### src/rtl/decode_stage_pkg.sv
// Shared definitions for the RV32 decode stage: opcode constants, ALU/MDU
// operation codes, out_ctrl bit positions, reg_src codes and the decoded
// bundle carried from the combinational decoder into the stage register.
package decode_stage_pkg;

  localparam logic [6:0] OPC_LUI      = 7'b0110111;
  localparam logic [6:0] OPC_AUIPC    = 7'b0010111;
  localparam logic [6:0] OPC_JAL      = 7'b1101111;
  localparam logic [6:0] OPC_JALR     = 7'b1100111;
  localparam logic [6:0] OPC_BRANCH   = 7'b1100011;
  localparam logic [6:0] OPC_LOAD     = 7'b0000011;
  localparam logic [6:0] OPC_STORE    = 7'b0100011;
  localparam logic [6:0] OPC_OP_IMM   = 7'b0010011;
  localparam logic [6:0] OPC_OP       = 7'b0110011;
  localparam logic [6:0] OPC_MISC_MEM = 7'b0001111;
  localparam logic [6:0] OPC_SYSTEM   = 7'b1110011;

  localparam logic [31:0] INSTR_ECALL    = 32'h0000_0073;
  localparam logic [31:0] INSTR_EBREAK   = 32'h0010_0073;
  localparam logic [31:0] INSTR_SELF_JAL = 32'h0000_006F;

  // Base ops occupy 0..9; the M extension maps to 16..23 = {2'b10, funct3}.
  typedef enum logic [4:0] {
    ALU_ADD    = 5'd0,
    ALU_SUB    = 5'd1,
    ALU_SLL    = 5'd2,
    ALU_SLT    = 5'd3,
    ALU_SLTU   = 5'd4,
    ALU_XOR    = 5'd5,
    ALU_SRL    = 5'd6,
    ALU_SRA    = 5'd7,
    ALU_OR     = 5'd8,
    ALU_AND    = 5'd9,
    ALU_MUL    = 5'd16,
    ALU_MULH   = 5'd17,
    ALU_MULHSU = 5'd18,
    ALU_MULHU  = 5'd19,
    ALU_DIV    = 5'd20,
    ALU_DIVU   = 5'd21,
    ALU_REM    = 5'd22,
    ALU_REMU   = 5'd23
  } alu_op_e;

  // out_ctrl = {reg_wen, mem_wen, mem_ren, branch, jal, jalr, auipc, lui,
  //             src_b_reg, is_muldiv, reg_src[1:0]}
  localparam int CTRL_REG_WEN   = 11;
  localparam int CTRL_MEM_WEN   = 10;
  localparam int CTRL_MEM_REN   = 9;
  localparam int CTRL_BRANCH    = 8;
  localparam int CTRL_JAL       = 7;
  localparam int CTRL_JALR      = 6;
  localparam int CTRL_AUIPC     = 5;
  localparam int CTRL_LUI       = 4;
  localparam int CTRL_SRC_B_REG = 3;
  localparam int CTRL_IS_MULDIV = 2;
  localparam int CTRL_REG_SRC   = 0;  // lsb of the 2-bit field

  typedef enum logic [1:0] {
    SRC_ALU  = 2'b00,
    SRC_LOAD = 2'b01,
    SRC_PC4  = 2'b10,
    SRC_IMM  = 2'b11
  } reg_src_e;

  typedef struct packed {
    logic [4:0]  rs1;
    logic [4:0]  rs2;
    logic [4:0]  rd;
    logic [31:0] imm;
    logic [4:0]  alu_op;
    logic [2:0]  funct3;
    logic [11:0] ctrl;
    logic        illegal;
    logic        ebreak;
  } decoded_t;

  // Register/immediate ALU op from funct3. alt selects SUB/SRA.
  function automatic logic [4:0] base_alu_op(input logic [2:0] funct3, input logic alt);
    case (funct3)
      3'b000:  base_alu_op = alt ? ALU_SUB : ALU_ADD;
      3'b001:  base_alu_op = ALU_SLL;
      3'b010:  base_alu_op = ALU_SLT;
      3'b011:  base_alu_op = ALU_SLTU;
      3'b100:  base_alu_op = ALU_XOR;
      3'b101:  base_alu_op = alt ? ALU_SRA : ALU_SRL;
      3'b110:  base_alu_op = ALU_OR;
      default: base_alu_op = ALU_AND;
    endcase
  endfunction

endpackage

### src/rtl/decode_stage_if.sv
// Bundle of all decode-stage signals other than clk/rst_n.
// slave  : the decode stage (consumes fetch/hazard/execute inputs)
// master : the environment (fetch, hazard unit, execute)
interface decode_stage_if #(parameter int CNT_W = 16) ();
  logic              in_valid;
  logic              in_ready;
  logic [31:0]       in_instr;
  logic [31:0]       in_pc;
  logic              flush;
  logic              hz_load_valid;
  logic [4:0]        hz_load_rd;
  logic              out_valid;
  logic              out_ready;
  logic [31:0]       out_pc;
  logic [4:0]        out_rs1;
  logic [4:0]        out_rs2;
  logic [4:0]        out_rd;
  logic [31:0]       out_imm;
  logic [4:0]        out_alu_op;
  logic [2:0]        out_funct3;
  logic [11:0]       out_ctrl;
  logic              out_illegal;
  logic              out_ebreak;
  logic [CNT_W-1:0]  stall_cnt;

  modport slave (
    input  in_valid, in_instr, in_pc, flush, hz_load_valid, hz_load_rd, out_ready,
    output in_ready, out_valid, out_pc, out_rs1, out_rs2, out_rd, out_imm,
           out_alu_op, out_funct3, out_ctrl, out_illegal, out_ebreak, stall_cnt
  );

  modport master (
    output in_valid, in_instr, in_pc, flush, hz_load_valid, hz_load_rd, out_ready,
    input  in_ready, out_valid, out_pc, out_rs1, out_rs2, out_rd, out_imm,
           out_alu_op, out_funct3, out_ctrl, out_illegal, out_ebreak, stall_cnt
  );
endinterface

### src/rtl/decode_stage_instr_decode_comb.sv
// Purely combinational RV32I(+M) decoder.
// instr    : raw instruction
// dec      : decoded bundle (fields, immediate, alu_op, ctrl, exception flags)
// uses_rs1 : instruction reads rs1 (all formats except U/J)
// uses_rs2 : instruction reads rs2 (R/S/B only)
module instr_decode_comb
  import decode_stage_pkg::*;
#(
  parameter bit M_EXT = 1'b1
) (
  input  logic [31:0] instr,
  output decoded_t    dec,
  output logic        uses_rs1,
  output logic        uses_rs2
);

  logic [6:0]  opcode;
  logic [2:0]  funct3;
  logic [6:0]  funct7;
  logic [31:0] imm_i, imm_s, imm_b, imm_u, imm_j;
  logic        writes_rd;
  logic        illegal;

  assign opcode = instr[6:0];
  assign funct3 = instr[14:12];
  assign funct7 = instr[31:25];
  assign imm_i  = {{20{instr[31]}}, instr[31:20]};
  assign imm_s  = {{20{instr[31]}}, instr[31:25], instr[11:7]};
  assign imm_b  = {{19{instr[31]}}, instr[31], instr[7], instr[30:25], instr[11:8], 1'b0};
  assign imm_u  = {instr[31:12], 12'b0};
  assign imm_j  = {{11{instr[31]}}, instr[31], instr[19:12], instr[20], instr[30:21], 1'b0};

  always_comb begin
    dec        = '0;
    dec.rs1    = instr[19:15];
    dec.rs2    = instr[24:20];
    dec.rd     = instr[11:7];
    dec.funct3 = funct3;
    dec.alu_op = ALU_ADD;
    writes_rd  = 1'b0;
    illegal    = 1'b0;
    uses_rs1   = 1'b1;
    uses_rs2   = 1'b0;

    case (opcode)
      OPC_OP: begin
        writes_rd                 = 1'b1;
        uses_rs2                  = 1'b1;
        dec.ctrl[CTRL_SRC_B_REG]  = 1'b1;
        if (funct7 == 7'h00) begin
          dec.alu_op = base_alu_op(funct3, 1'b0);
        end else if (funct7 == 7'h20 && (funct3 == 3'b000 || funct3 == 3'b101)) begin
          dec.alu_op = base_alu_op(funct3, 1'b1);
        end else if (funct7 == 7'h01 && M_EXT) begin
          dec.ctrl[CTRL_IS_MULDIV] = 1'b1;
          dec.alu_op               = {2'b10, funct3};
        end else begin
          illegal = 1'b1;
        end
      end
      OPC_OP_IMM: begin
        writes_rd  = 1'b1;
        dec.imm    = imm_i;
        // instr[30] only distinguishes SRAI; for ADDI it is immediate data.
        dec.alu_op = base_alu_op(funct3, (funct3 == 3'b101) && instr[30]);
      end
      OPC_LOAD: begin
        writes_rd                = 1'b1;
        dec.imm                  = imm_i;
        dec.ctrl[CTRL_MEM_REN]   = 1'b1;
        dec.ctrl[CTRL_REG_SRC+:2] = SRC_LOAD;
      end
      OPC_STORE: begin
        uses_rs2               = 1'b1;
        dec.imm                = imm_s;
        dec.ctrl[CTRL_MEM_WEN] = 1'b1;
      end
      OPC_BRANCH: begin
        uses_rs2                 = 1'b1;
        dec.imm                  = imm_b;
        dec.ctrl[CTRL_BRANCH]    = 1'b1;
        dec.ctrl[CTRL_SRC_B_REG] = 1'b1;
        dec.alu_op               = funct3[1] ? ALU_SLTU : ALU_SLT;
      end
      OPC_JAL: begin
        writes_rd                 = 1'b1;
        uses_rs1                  = 1'b0;
        dec.imm                   = imm_j;
        dec.ctrl[CTRL_JAL]        = 1'b1;
        dec.ctrl[CTRL_REG_SRC+:2] = SRC_PC4;
      end
      OPC_JALR: begin
        writes_rd                 = 1'b1;
        dec.imm                   = imm_i;
        dec.ctrl[CTRL_JALR]       = 1'b1;
        dec.ctrl[CTRL_REG_SRC+:2] = SRC_PC4;
      end
      OPC_LUI: begin
        writes_rd                 = 1'b1;
        uses_rs1                  = 1'b0;
        dec.imm                   = imm_u;
        dec.ctrl[CTRL_LUI]        = 1'b1;
        dec.ctrl[CTRL_REG_SRC+:2] = SRC_IMM;
      end
      OPC_AUIPC: begin
        writes_rd           = 1'b1;
        uses_rs1            = 1'b0;
        dec.imm             = imm_u;
        dec.ctrl[CTRL_AUIPC] = 1'b1;
      end
      OPC_MISC_MEM: begin
        // FENCE: no architectural effect in this in-order pipeline.
        dec.imm = imm_i;
      end
      OPC_SYSTEM: begin
        dec.imm = imm_i;
        illegal = (instr != INSTR_ECALL) && (instr != INSTR_EBREAK);
      end
      default: illegal = 1'b1;
    endcase

    dec.illegal             = illegal;
    dec.ctrl[CTRL_REG_WEN]  = writes_rd && (dec.rd != 5'd0) && !illegal;
    if (illegal) begin
      dec.ctrl[CTRL_MEM_WEN] = 1'b0;
      dec.ctrl[CTRL_MEM_REN] = 1'b0;
    end
    // A jump-to-self can never make progress, so it is trapped like ebreak.
    dec.ebreak = (instr == INSTR_EBREAK) || (instr == INSTR_SELF_JAL);
  end

endmodule

### src/rtl/decode_stage.sv
// RV32 decode pipeline stage with a single output register.
// clk, rst_n : clock, asynchronous active-low reset
// bus        : fetch handshake (in_*), flush, load-use hazard inputs (hz_*),
//              execute handshake and decoded bundle (out_*), stall counter.
module decode_stage
  import decode_stage_pkg::*;
#(
  parameter bit M_EXT = 1'b1,
  parameter int CNT_W = 16
) (
  input  logic          clk,
  input  logic          rst_n,
  decode_stage_if.slave bus
);

  decoded_t         dec;
  decoded_t         out_reg;
  logic [31:0]      pc_reg;
  logic             valid_reg;
  logic [CNT_W-1:0] cnt_reg;
  logic             uses_rs1, uses_rs2;
  logic             hazard, in_ready, accept, stall;

  instr_decode_comb #(.M_EXT(M_EXT)) u_decode (
    .instr    (bus.in_instr),
    .dec      (dec),
    .uses_rs1 (uses_rs1),
    .uses_rs2 (uses_rs2)
  );

  assign hazard = bus.hz_load_valid && (bus.hz_load_rd != 5'd0) &&
                  ((uses_rs1 && dec.rs1 == bus.hz_load_rd) ||
                   (uses_rs2 && dec.rs2 == bus.hz_load_rd));

  // Flush always drains the offered instruction; ready is forced low while
  // reset is asserted so every output reads 0.
  assign in_ready = rst_n && (bus.flush || ((!valid_reg || bus.out_ready) && !hazard));
  assign accept   = bus.in_valid && in_ready;
  assign stall    = bus.in_valid && !in_ready;

  always_ff @(posedge clk or negedge rst_n) begin
    if (!rst_n) begin
      valid_reg <= 1'b0;
      out_reg   <= '0;
      pc_reg    <= '0;
    end else if (bus.flush) begin
      valid_reg <= 1'b0;
    end else if (accept) begin
      valid_reg <= 1'b1;
      out_reg   <= dec;
      pc_reg    <= bus.in_pc;
    end else if (bus.out_ready) begin
      valid_reg <= 1'b0;
    end
  end

  always_ff @(posedge clk or negedge rst_n) begin
    if (!rst_n) begin
      cnt_reg <= '0;
    end else if (stall && (cnt_reg != '1)) begin
      cnt_reg <= cnt_reg + 1'b1;
    end
  end

  assign bus.in_ready    = in_ready;
  assign bus.out_valid   = valid_reg;
  assign bus.out_pc      = pc_reg;
  assign bus.out_rs1     = out_reg.rs1;
  assign bus.out_rs2     = out_reg.rs2;
  assign bus.out_rd      = out_reg.rd;
  assign bus.out_imm     = out_reg.imm;
  assign bus.out_alu_op  = out_reg.alu_op;
  assign bus.out_funct3  = out_reg.funct3;
  assign bus.out_ctrl    = out_reg.ctrl;
  assign bus.out_illegal = out_reg.illegal;
  assign bus.out_ebreak  = out_reg.ebreak;
  assign bus.stall_cnt   = cnt_reg;

endmodule

### src/flat_wrapper.sv
// flat-port wrapper written by rule: the top's interface ports become plain ports
module decode_stage_flat import decode_stage_pkg::*;
#(
  parameter bit M_EXT = 1'b1,
  parameter int CNT_W = 16
)
  (clk, rst_n, bus_in_valid, bus_in_instr, bus_in_pc, bus_flush, bus_hz_load_valid, bus_hz_load_rd, bus_out_ready, bus_in_ready, bus_out_valid, bus_out_pc, bus_out_rs1, bus_out_rs2, bus_out_rd, bus_out_imm, bus_out_alu_op, bus_out_funct3, bus_out_ctrl, bus_out_illegal, bus_out_ebreak, bus_stall_cnt);
  decode_stage_if #(.CNT_W(CNT_W)) bus_i ();
  input  logic clk;
  input  logic rst_n;
  input wire logic [$bits(bus_i.in_valid)-1:0] bus_in_valid;
  input wire logic [$bits(bus_i.in_instr)-1:0] bus_in_instr;
  input wire logic [$bits(bus_i.in_pc)-1:0] bus_in_pc;
  input wire logic [$bits(bus_i.flush)-1:0] bus_flush;
  input wire logic [$bits(bus_i.hz_load_valid)-1:0] bus_hz_load_valid;
  input wire logic [$bits(bus_i.hz_load_rd)-1:0] bus_hz_load_rd;
  input wire logic [$bits(bus_i.out_ready)-1:0] bus_out_ready;
  output wire logic [$bits(bus_i.in_ready)-1:0] bus_in_ready;
  output wire logic [$bits(bus_i.out_valid)-1:0] bus_out_valid;
  output wire logic [$bits(bus_i.out_pc)-1:0] bus_out_pc;
  output wire logic [$bits(bus_i.out_rs1)-1:0] bus_out_rs1;
  output wire logic [$bits(bus_i.out_rs2)-1:0] bus_out_rs2;
  output wire logic [$bits(bus_i.out_rd)-1:0] bus_out_rd;
  output wire logic [$bits(bus_i.out_imm)-1:0] bus_out_imm;
  output wire logic [$bits(bus_i.out_alu_op)-1:0] bus_out_alu_op;
  output wire logic [$bits(bus_i.out_funct3)-1:0] bus_out_funct3;
  output wire logic [$bits(bus_i.out_ctrl)-1:0] bus_out_ctrl;
  output wire logic [$bits(bus_i.out_illegal)-1:0] bus_out_illegal;
  output wire logic [$bits(bus_i.out_ebreak)-1:0] bus_out_ebreak;
  output wire logic [$bits(bus_i.stall_cnt)-1:0] bus_stall_cnt;
  assign bus_i.in_valid = bus_in_valid;
  assign bus_i.in_instr = bus_in_instr;
  assign bus_i.in_pc = bus_in_pc;
  assign bus_i.flush = bus_flush;
  assign bus_i.hz_load_valid = bus_hz_load_valid;
  assign bus_i.hz_load_rd = bus_hz_load_rd;
  assign bus_i.out_ready = bus_out_ready;
  assign bus_in_ready = bus_i.in_ready;
  assign bus_out_valid = bus_i.out_valid;
  assign bus_out_pc = bus_i.out_pc;
  assign bus_out_rs1 = bus_i.out_rs1;
  assign bus_out_rs2 = bus_i.out_rs2;
  assign bus_out_rd = bus_i.out_rd;
  assign bus_out_imm = bus_i.out_imm;
  assign bus_out_alu_op = bus_i.out_alu_op;
  assign bus_out_funct3 = bus_i.out_funct3;
  assign bus_out_ctrl = bus_i.out_ctrl;
  assign bus_out_illegal = bus_i.out_illegal;
  assign bus_out_ebreak = bus_i.out_ebreak;
  assign bus_stall_cnt = bus_i.stall_cnt;
  decode_stage #(.M_EXT(M_EXT), .CNT_W(CNT_W)) u_core (.clk(clk), .rst_n(rst_n), .bus(bus_i));
endmodule
### config.mk
export PLATFORM = sky130hd
export DESIGN_NAME = decode_stage_flat
export DESIGN_NICKNAME = d
export VERILOG_FILES = /design/src/rtl/decode_stage_pkg.sv /design/src/rtl/decode_stage_if.sv /design/src/rtl/decode_stage_instr_decode_comb.sv /design/src/rtl/decode_stage.sv /design/src/flat_wrapper.sv
export SDC_FILE = /design/constraint.sdc
export NUM_CORES = 1
export LEC_CHECK = 0
export CAP_MARGIN = 20
export CORE_ASPECT_RATIO = 0.75
export CORE_MARGIN = 1.5
export CORE_UTILIZATION = 45
export DETAILED_ROUTE_END_ITERATION = 8
export DONT_BUFFER_PORTS = 1
export SLEW_MARGIN = 5
export SYNTH_ARGS = -nofsm -noshare
export SYNTH_HDL_FRONTEND = slang
export SYNTH_SLANG_ARGS = --single-unit
export TNS_END_PERCENT = 5
### constraint.sdc
create_clock -name clk -period 5.9 [get_ports clk]
set_input_delay 0.885 -clock clk [delete_from_list [all_inputs] [get_ports clk]]
set_output_delay 0.885 -clock clk [all_outputs]
set_load 0.005 [all_outputs]
==> key figures <==
Synth
  • Seq cells post-synth: 117
  • Synth Area per Inst: 11.8 sq um
  • Synth Area in Compound Gates: 8.62%
  • Sequential element share of the synthesized area: 49.4%
  • Count of distinct cell types in the synthesized netlist: 53
  • Post-synth ARST share: 100%
  • Largest cells by area after synthesis: dfrtp_1 (49%), mux2_4 (15%), mux2i_1 (3.7%)
  • Dominant cell type by area after synthesis: dfrtp_1
  • Post-synth EDFFs: 0
  • Mux cell area share after synthesis: 22.0%
  • Syn Nets: 577
  • Adder-Cell Fraction of Synth Area: 0.211%
  • Post-Synthesis Cells: 501
  • Synthesis Warnings: 0
  • Post-synthesis xor/xnor area fraction: 3.55%
  • Synth top area share: 49.4%
  • Synth top cells by count: dfrtp_1 (117), mux2_4 (60), a21oi_1 (35)
  • Most frequent cell after synthesis: dfrtp_1
  • Most used DFF post-synth: dfrtp_1
  • Main combinational cell family by area after synthesis: multiplexers
  • Simple-Gate Fraction of Synth Area: 11.6%
  • Mapped cell area: 5920 sq um

GRT
  • Global-route wire length before repair: 22200 microns
  • Vias in the first global route: 3763
  • Initial antenna violation count: 0
  • Total gr overflow: 0
  • Pin count of the biggest net entering global routing: 119
  • Gr usage total: 21.5%

Timing
  • Clock skew: 0.0106 ns
  • Crit path time final: 3.25 ns
  • Slew @ Worst Pin: 1.14 ns
  • Setup-failing EPs final: 0
  • Worst slew margin: 23.7%
  • Setup total negative slack: 0 ns
  • Max-slew violation count: 0
  • Fmax: 308 MHz
  • RSZ-0062 raised after global routing: no
  • Final hold violations: 0
  • Tcrit/Tclk final: 55.1%

Critical path
  • R2R Path Start: u_core.bus.out_valid
  • CP Capture Type: output port
  • Worst reg2reg endpoint: u_core.bus.out_pc[29]
  • Required time of the critical path: 5.02 ns
  • Setup slack, reg-to-reg: 3.16 ns
  • Crit path DAT: 2.36 ns
  • Worst reg-to-reg path cell count: 6
  • CP max FO: 19
  • Crit Path Category: primary input to output port
  • Startpoint types: primary input

Route
  • Antenna viol nets, final: 0
  • Routed len/inst: 22.0 microns
  • Vias per cell: 5.74
  • First-pass DRT Iterations: 4
  • Total number of vias: 3881
  • First DRT Iteration DRCs: 222
  • # DRC: 0
  • Routed wire length: 14900 microns

Floorplan
  • Die W: 135 microns
  • DIE AREA: 13900 sq um
  • Initial Util: 45.8%
  • Ports: 194
  • Core box area: 12900 sq um
  • Die height: 102 microns
  • Rows: 36

Clocking
  • Total CTS buffers: 17
  • Clock sink count: 117
  • Clk pin slew, worst setup/hold paths: 0.05 ns
  • Number of H-tree levels: 4
  • Worst skew pair latency: 0.41 ns
  • Post-CTS setup buffer count: 0
  • Hold-fix buffers, CTS: 0
  • # resized after CTS: 0
  • Clock root cell: clkbuf_16
  • CTS tree: done
  • Clock buffer depth: 2

Power
  • Peak supply drop: 0.000197 V
  • Net switching power: 553 uW
  • Pleak: 0.00310 uW
  • Sequential share of power: 46.2%
  • PD cells: 335 nW/um^2
  • Clk pwr share: 43.3%
  • Comb pwr share: 10.5%
  • Switching portion of total power: 25.3%
  • Internal: 1630 uW

Finish
  • Fin util: 50.6%
  • Area grow syn2layout: 10.3%
  • Filler instances: 1158
  • Diode count: 0
  • Share of cells above drive strength 1: 23.4%
  • Final #Nets: 569

Run
  • Max-Cap Viols: 0

Placement
  • DP Wirelength: 10500 microns
  • Port Buffers: 0
  • GPL Wtd Cong: 0.817

Worst hold path
  • Worst hold path class: primary input to async pin

Status
  • Status: finished, final reports clean
[cell families (layout without fill, tap and decap cells)]
family / Yosys count / after routing
AND/OR/NAND/NOR: 127 / 127
flip-flops: 117 / 117
multiplexers: 98 / 98
AO/OA/AOI/OAI: 77 / 77
buffers and inverters: 57 / 61
XOR/XNOR: 24 / 24
adder cells (fa/ha/maj): 1 / 1
[worst max-delay path, stage by stage]
cell	delay, ns
or3b_4	0.41
a21oi_4	0.25
nor4b_1	0.13
a211oi_4	0.67
[routing by layer]
| layer | share of wire (%) | vias up | wire length (microns) | GRT usage (%) |
|---|---|---|---|---|
| met1 | 43 | 1916 | 6380 | 28.4 |
| li1 | - | 1780 | - | - |
| met3 | 11 | 12 | 1570 | 9.13 |
| met2 | 45 | 173 | 6730 | 31.0 |
| met5 | 0 | - | 0 | 0 |
| met4 | 1.3 | 0 | 197 | 8.77 |
[layout by cell type, fill, tap and decap left out, types with 5 or more instances in the layout]
master,n
mux2_4,60
clkinv_2,5
a21oi_1,35
inv_1,28
nor2_1,27
a22o_1,11
clkinvlp_4,5
dfrtp_1,117
nand4_1,8
nand3_1,15
xnor2_1,10
nor4_1,7
o21ai_0,9
mux2i_1,22
nor3_1,13
clkbuf_16,17
xor2_1,14
mux2_2,16
nand2_1,22
[sequential cells by signal, indices dropped and copies added (netlist names)]
register and flops:
u_core.bus.out_alu_op 4, u_core.bus.out_ctrl 12, u_core.bus.out_ebreak 1, u_core.bus.out_funct3 3, u_core.bus.out_illegal 1, u_core.bus.out_imm 32, u_core.bus.out_pc 32, u_core.bus.out_rd 5
u_core.bus.out_rs1 5, u_core.bus.out_rs2 5, u_core.bus.out_valid 1, u_core.bus.stall_cnt 16
[through the flow]
| stage | cells | power, uW | hold slack [ns] | setup slack [ns] | area [sq um] |
|---|---|---|---|---|---|
| 2_1_floorplan | 501 | 1200 | 0.478 | 2.78 | 5920 |
| 3_3_place_gp | 645 | 1240 | 0.501 | 2.33 | 5990 |
| 3_5_place_dp | 645 | 1250 | 0.513 | 2.25 | 5990 |
| 4_1_cts | 676 | 2210 | 0.149 | 2.65 | 6540 |
| 5_1_grt | 676 | 2290 | 0.142 | 2.52 | 6540 |
| 6_report | 676 | 2190 | 0.168 | 2.65 | 6540 |
[power by group through the flow]
stage,Combinational (uW),Sequential [uW],Clock (uW)
2_1_floorplan,210,991,0
3_3_place_gp,218,1020,0
3_5_place_dp,227,1030,0
4_1_cts,232,1010,965
5_1_grt,252,1030,1020
6_report,229,1010,947
[cell type report]
type / count / area [sq um] / share of cell area [%]
sequential: 117 / 2930 / 44.8
multi-input combinational: 327 / 2720 / 41.7
clock buffer: 18 / 439 / 6.72
tap: 171 / 214 / 3.27
clock inverter: 13 / 110 / 1.68
inverter: 28 / 105 / 1.61
timing repair buffer: 2 / 15.0 / 0.230
[how the worst max path moves through the flow]
stage	to	slack (ns)	from	cells past startpoint
floorplan	bus_in_ready	2.78	bus_in_instr[3]	5
global placement	u_core.bus.out_pc[2]	2.33	bus_in_instr[3]	7
detailed placement	u_core.bus.out_pc[29]	2.25	bus_flush	7
CTS	bus_in_ready	2.65	bus_in_instr[3]	4
global route	u_core.bus.out_ctrl[0]	2.52	bus_in_instr[2]	6
finish	bus_in_ready	2.65	bus_in_instr[3]	4
Note: power is estimated with default switching activity, not from simulation.
